**src/rtl/mips_bus_bridge.sv**
```systemverilog
// mips_bus_bridge: serialises the MIPS core's instruction and data ports onto
// one Avalon-style bus with waitrequest. Each instruction is sequenced through
// FETCH -> DATA -> COMMIT. COMMIT issues a single clock_enable pulse to the core.
//
// Ports
//   i_clk, i_rst_n          clock, asynchronous active-low reset
//   i_core_active           core running flag, sampled in COMMIT only
//   i_instr_address         core fetch address
//   o_instr_readdata        last fetched word (registered)
//   i_data_address          core load/store address
//   i_data_writedata        core store data
//   i_data_read/i_data_write core load/store requests
//   o_data_readdata         last loaded word (registered)
//   o_clock_enable          one-cycle commit pulse (registered)
//   o_address, o_read, o_write, o_writedata, o_byteenable  bus master side
//   i_readdata, i_waitrequest                              bus responses
module mips_bus_bridge (
    input  logic        i_clk,
    input  logic        i_rst_n,
    input  logic        i_core_active,
    input  logic [31:0] i_instr_address,
    output logic [31:0] o_instr_readdata,
    input  logic [31:0] i_data_address,
    input  logic [31:0] i_data_writedata,
    input  logic        i_data_read,
    input  logic        i_data_write,
    output logic [31:0] o_data_readdata,
    output logic        o_clock_enable,
    output logic [31:0] o_address,
    output logic        o_read,
    output logic        o_write,
    output logic [31:0] o_writedata,
    output logic [3:0]  o_byteenable,
    input  logic [31:0] i_readdata,
    input  logic        i_waitrequest
);

    localparam logic [3:0] BYTEENABLE_ALL = 4'b1111;

    typedef enum logic [1:0] {
        S_FETCH  = 2'd0,
        S_DATA   = 2'd1,
        S_COMMIT = 2'd2,
        S_HALT   = 2'd3
    } state_t;

    state_t      r_state;
    logic [31:0] r_instr_readdata;
    logic [31:0] r_data_readdata;
    logic        r_clock_enable;

    logic        w_read;
    logic        w_write;
    logic [31:0] w_address;
    logic [31:0] w_writedata;
    logic [3:0]  w_byteenable;

    // Bus strobes decoded from state and core inputs. Gating with i_rst_n makes
    // the strobes drop immediately when reset is asserted, without a clock.
    always_comb begin
        w_read       = 1'b0;
        w_write      = 1'b0;
        w_address    = 32'd0;
        w_writedata  = 32'd0;
        w_byteenable = 4'd0;
        if (i_rst_n) begin
            case (r_state)
                S_FETCH: begin
                    w_read    = 1'b1;
                    w_address = {i_instr_address[31:2], 2'b00};
                end
                S_DATA: begin
                    // A store wins over a simultaneous load.
                    if (i_data_write) begin
                        w_write     = 1'b1;
                        w_address   = {i_data_address[31:2], 2'b00};
                        w_writedata = i_data_writedata;
                    end else if (i_data_read) begin
                        w_read    = 1'b1;
                        w_address = {i_data_address[31:2], 2'b00};
                    end
                end
                default: begin
                end
            endcase
            if (w_read || w_write) begin
                w_byteenable = BYTEENABLE_ALL;
            end
        end
    end

    // Sequencer with registered read data and commit pulse. The pulse register
    // is set on the edge entering COMMIT so it is high exactly during COMMIT.
    always_ff @(posedge i_clk or negedge i_rst_n) begin
        if (!i_rst_n) begin
            r_state          <= S_FETCH;
            r_instr_readdata <= 32'd0;
            r_data_readdata  <= 32'd0;
            r_clock_enable   <= 1'b0;
        end else begin
            r_clock_enable <= 1'b0;
            case (r_state)
                S_FETCH: begin
                    if (!i_waitrequest) begin
                        r_instr_readdata <= i_readdata;
                        r_state          <= S_DATA;
                    end
                end
                S_DATA: begin
                    if (i_data_write) begin
                        if (!i_waitrequest) begin
                            r_state        <= S_COMMIT;
                            r_clock_enable <= 1'b1;
                        end
                    end else if (i_data_read) begin
                        if (!i_waitrequest) begin
                            r_data_readdata <= i_readdata;
                            r_state         <= S_COMMIT;
                            r_clock_enable  <= 1'b1;
                        end
                    end else begin
                        // No data access: one idle cycle, then commit.
                        r_state        <= S_COMMIT;
                        r_clock_enable <= 1'b1;
                    end
                end
                S_COMMIT: begin
                    r_state <= i_core_active ? S_FETCH : S_HALT;
                end
                S_HALT: begin
                    r_state <= S_HALT;
                end
                default: begin
                    r_state <= S_FETCH;
                end
            endcase
        end
    end

    assign o_instr_readdata = r_instr_readdata;
    assign o_data_readdata  = r_data_readdata;
    assign o_clock_enable   = r_clock_enable;
    assign o_address        = w_address;
    assign o_read           = w_read;
    assign o_write          = w_write;
    assign o_writedata      = w_writedata;
    assign o_byteenable     = w_byteenable;

endmodule

```
**config.mk**
```make
export PLATFORM = sky130hd
export DESIGN_NAME = mips_bus_bridge
export DESIGN_NICKNAME = d
export VERILOG_FILES = /design/src/rtl/mips_bus_bridge.sv
export SDC_FILE = /design/constraint.sdc
export NUM_CORES = 1
export LEC_CHECK = 0
export CAP_MARGIN = 15
export CORE_MARGIN = 8
export CORE_UTILIZATION = 35
export DETAILED_ROUTE_END_ITERATION = 6
export GPL_TIMING_DRIVEN = 0
export PLACE_DENSITY = 0.9
export SLEW_MARGIN = 20
export SYNTH_ARGS = -nofsm -noshare
export SYNTH_HDL_FRONTEND = slang
export SYNTH_SLANG_ARGS = --single-unit
```
**constraint.sdc**
```tcl
create_clock -name i_clk -period 3.91 [get_ports i_clk]
set_input_delay 0.9775 -clock i_clk [delete_from_list [all_inputs] [get_ports i_clk]]
set_output_delay 0.9775 -clock i_clk [all_outputs]
set_load 0.01 [all_outputs]
```
# Word-level counts from Yosys, hierarchy flattened
# Cells that the tools add are included.
[totals]
regBits = 67
input_bits = 134
output_inout_bits = 135
elab_cells = 42
[classes]
eq_ne = 4
mux = 28
bitwise = 2
reduce_logical = 4
[ops]
columns = ["operator", "count"]
rows = [
  ["$mux 32", 6],
  ["$pmux 32 s2", 1],
  ["$mux 1", 12],
  ["$mux 2", 5],
  ["$mux 4", 2],
  ["$pmux 2 s4", 1],
  ["$eq 2x2->1 const B", 2],
  ["$reduce_and 4->1", 1],
  ["$eq 2x1->1 const B", 1],
  ["$logic_not 2->1", 1],
  ["$ne 2x2->1 const B", 1],
  ["$not 1->1", 2],
  ["$pmux 1 s2", 1],
  ["$reduce_and 2->1", 1],
  ["$logic_or 1x1->1", 1],
]

# Logic depth before layout (Yosys ltp)
[logic_depth]
ltp_word = 7
ltp_mapped = 5
depth_no_buf = 3

# Least setup slack after synthesis
# Ideal clock, no wire load.
[synth_path]
path_type = "input to output"
startpoint = "in i_data_read"
endpoint = "out o_address[29]"
arrival_time_ns = 1.853
required_ns = 2.933
path_slack_ns = 1.080
path_stages = 5
path_buffers = 2
cell_sequence = "or2_2 -> clkbuf_1 -> clkbuf_1 -> a32oi_1 -> nor2b_1"
[synth_via]
elab_chain_len = 4
[synth_lines]
columns = ["item", "line", "rtl"]
rows = [
  ["start: declaration", "25", "input logic i_data_read,"],
  ["$mux 32", "78", "end else if (i_data_read) begin"],
  ["$mux 32", "74", "if (i_data_write) begin"],
  ["$pmux 32 s2", "67", "case (r_state)"],
  ["$mux 32", "66", "if (i_rst_n) begin"],
  ["end: declaration", "29", "output logic [31:0] o_address,"],
]
# No other way between the ends.

# Worst setup path in the final report
[layout_path]
startpoint = "in i_data_read"
endpoint = "out o_address[19]"
# The elaborated chain is that of the path after synthesis.

==> results.py <==
metrics = {
    "die": {
        "dieHeight_um": 115,
        "ios": 269,
        "core_um2": 9640,
        "fp.dieArea_um2": 13200,
        "start_util": 0.356,
        "row_count": 36,
        "chipWidth_um": 115,
    },
    "cts": {
        "cts.path.max_buffers": 2,
        "cts_hold_buf": 0,
        "cts_tree": "yes",
        "path_clk_slew_ns": 0.08,
        "cts-root-buf": "clkbuf_8",
        "htree_levels": 3,
        "clock_latency_ns": 0.33,
        "clock-sinks": 67,
        "numCtsBuffers": 9,
        "cts_setup_buffers": 0,
    },
    "worst_setup_path": {
        "worstSetupStartpoint": "i_data_read",
        "worstPathRequired_ns": 2.93,
        "reg2reg_slack_ns": 2.13,
        "path_max_fanout": 10,
        "cp-start-kind": "input port",
        "crit_arrival_ns": 2.79,
        "rr_startpoint": "r_state[0]",
        "endpoint_kind": "primary output",
        "worstSetupPathType": "in2out",
    },
    "sta": {
        "max_freq_ghz": 0.266,
        "worst_slack_ns": 0.144,
        "slew_headroom": 0.628,
        "setup_tns_ns": 0,
        "min_period_ns": 3.77,
        "hold_violations": 0,
        "fin_crit_sh": 0.963,
        "rsz0062_at_grt": "no",
        "worstMarginPinSlew_ns": 0.554,
        "maxSlewViolCount": 0,
        "setup-violations-final": 0,
        "fin_skew_ns": 0.0143,
    },
    "power_and_ir_drop": {
        "leakagePower_nw": 2.61,
        "vdd_drop_max_uv": 405,
        "power_density_nw_per_um2": 631,
        "p_total_mw": 4.09,
    },
    "synthesis": {
        "synth_seq_cells": 67,
        "synth.distinct_cells": 27,
        "synth_area_leaders": "dfrtp_1 (49%), mux2_4 (13%), mux2_2 (11%), a32oi_1 (7.7%), and2_1 (5.8%)",
        "seq_area_frac_synth": 0.489,
        "synth.top_cell.area_share": 0.489,
        "synth_edf_count": 0,
        "synth_area_um2": 3430,
        "avgSynthCellArea_um2": 12.7,
        "synth-main-ff-cell": "dfrtp_1",
        "async_reset_ff_frac": 1.00,
        "yosysTopAreaCell": "dfrtp_1",
        "yosys_warnings": 0,
        "syn-instance-count": 269,
    },
    "grt": {
        "first_global_vias": 3661,
        "antenna_found_initial": 0,
        "grt_max_degree": 28,
        "grt_usage": 0.204,
        "overflow": 0,
        "grt_pass1_wl_um": 20900,
    },
    "status": {
        "status": "finished clean",
    },
    "place": {
        "hpwl_um": 11200,
        "dp.cells": 666,
        "pre_cts_slack_ns": -0.186,
        "place.gp.congestion": 0.835,
        "port_buffers": 262,
    },
    "min_path": {
        "hold_class": "reg2reg",
        "hp-start": "o_instr_readdata[5]",
    },
    "final_layout": {
        "syn2layout_area_growth_pct": 89.3,
        "final_cell_mix": "clkdlybuf4s50_1 (259), dfrtp_1 (67), and2_1 (32), mux2_2 (32), mux2_4 (30)",
        "drive_above_1_share": 0.192,
        "finalNonFillerCells": 681,
        "fin_nets": 678,
        "layout_commonest_cell": "clkdlybuf4s50_1",
        "fillCellCount": 728,
        "n_antenna_cell": 0,
    },
    "drt": {
        "antenna_left": 0,
        "wl_per_cell_um": 20.7,
        "drtIter0Drc": 174,
        "drc": 0,
        "firstDrtPassIters": 5,
        "routed_wl_um": 14100,
        "vias": 3305,
        "viasPerCell": 4.85,
    },
    "run": {
        "drv_cap": 0,
    },
}
-- layer usage --
metal,track usage,wire length (µm),up-vias
met4,0.0587,272,0
met3,0.0704,1200,20
li1,-,-,1509
met2,0.370,7390,170
met5,0,0,-
met1,0.219,5210,1606
-- path summary, 6_finish.rpt --
check | cells after the start | to
setup / recovery | 6 | o_address[19]
hold / removal | 1 | o_instr_readdata[5]
setup reg to reg | 5 | o_data_readdata[12]
hold reg to reg | 1 | o_instr_readdata[5]
max in group asynchronous | 2 | o_instr_readdata[18]
min in group asynchronous | 1 | o_instr_readdata[12]
-- cell usage after synthesis (all sizes together), types with 2 or more instances --
library cell	n
buf	14
dfrtp	67
nor2	9
mux2	64
and2	32
clkbuf	13
a21oi	2
nor2b	24
inv	2
nand2b	3
a32oi	30
-- power breakdown --
part | leakage [nW] | switching [mW] | internal, mW
Clock | 0.0955 | 0.278 | 0.292
Combinational | 1.71 | 0.896 | 1.38
Sequential | 0.805 | 0.202 | 1.04
Total | 2.61 | 1.38 | 2.72
-- critical path: stages --
cell and delay (ns):
clkdlybuf4s50_1 0.44, or2_2 0.37, buf_4 0.20, a32oi_2 0.25, nor2b_1 0.07, clkdlybuf4s50_1 0.48
-- logic make-up (layout without fill, tap and decap cells) --
group / after synthesis / count (layout) / synth area share
AO/OA/AOI/OAI: 35 / 35 / 0.0858
AND/OR/NAND/NOR: 73 / 73 / 0.133
other: 1 / 2 / 0.00109
buffers and inverters: 29 / 307 / 0.0482
multiplexers: 64 / 64 / 0.243
flip-flops: 67 / 67 / 0.489
-- registers in the layout (all words and copies together), names as in the netlist --
register / flops
o_data_readdata: 32
o_instr_readdata: 32
r_state: 2
o_clock_enable: 1
-- what timing repair did --
item | CTS | global route
cloned | 1 | 0
endpoints found under the setup margin | 48 | 35
resized for setup | 9 | 7
-- cell type report --
| cell class | count | area (µm²) | share of cell area |
|---|---|---|---|
| plain buffers | 26 | 165 | 0.0255 |
| clock buffers | 9 | 124 | 0.0191 |
| clock inverters | 6 | 65.1 | 0.0100 |
| inverters | 2 | 10.0 | 0.00154 |
| multi-input cells | 174 | 1600 | 0.247 |
| flip-flops and latches | 67 | 1680 | 0.258 |
| well taps | 133 | 166 | 0.0256 |
| repair buffers | 264 | 2680 | 0.413 |
-- per-stage QoR --
stage / hold slack, ns / utilization / area, µm²
after floorplan: 0.529 / - / 3430
after global placement: 0.471 / 0.645 / 6220
after detailed placement: 0.478 / 0.648 / 6240
after CTS: 0.497 / 0.673 / 6490
after global routing: 0.515 / 0.673 / 6490
final: 0.493 / 0.673 / 6490
(Power assumes the default switching activity.)
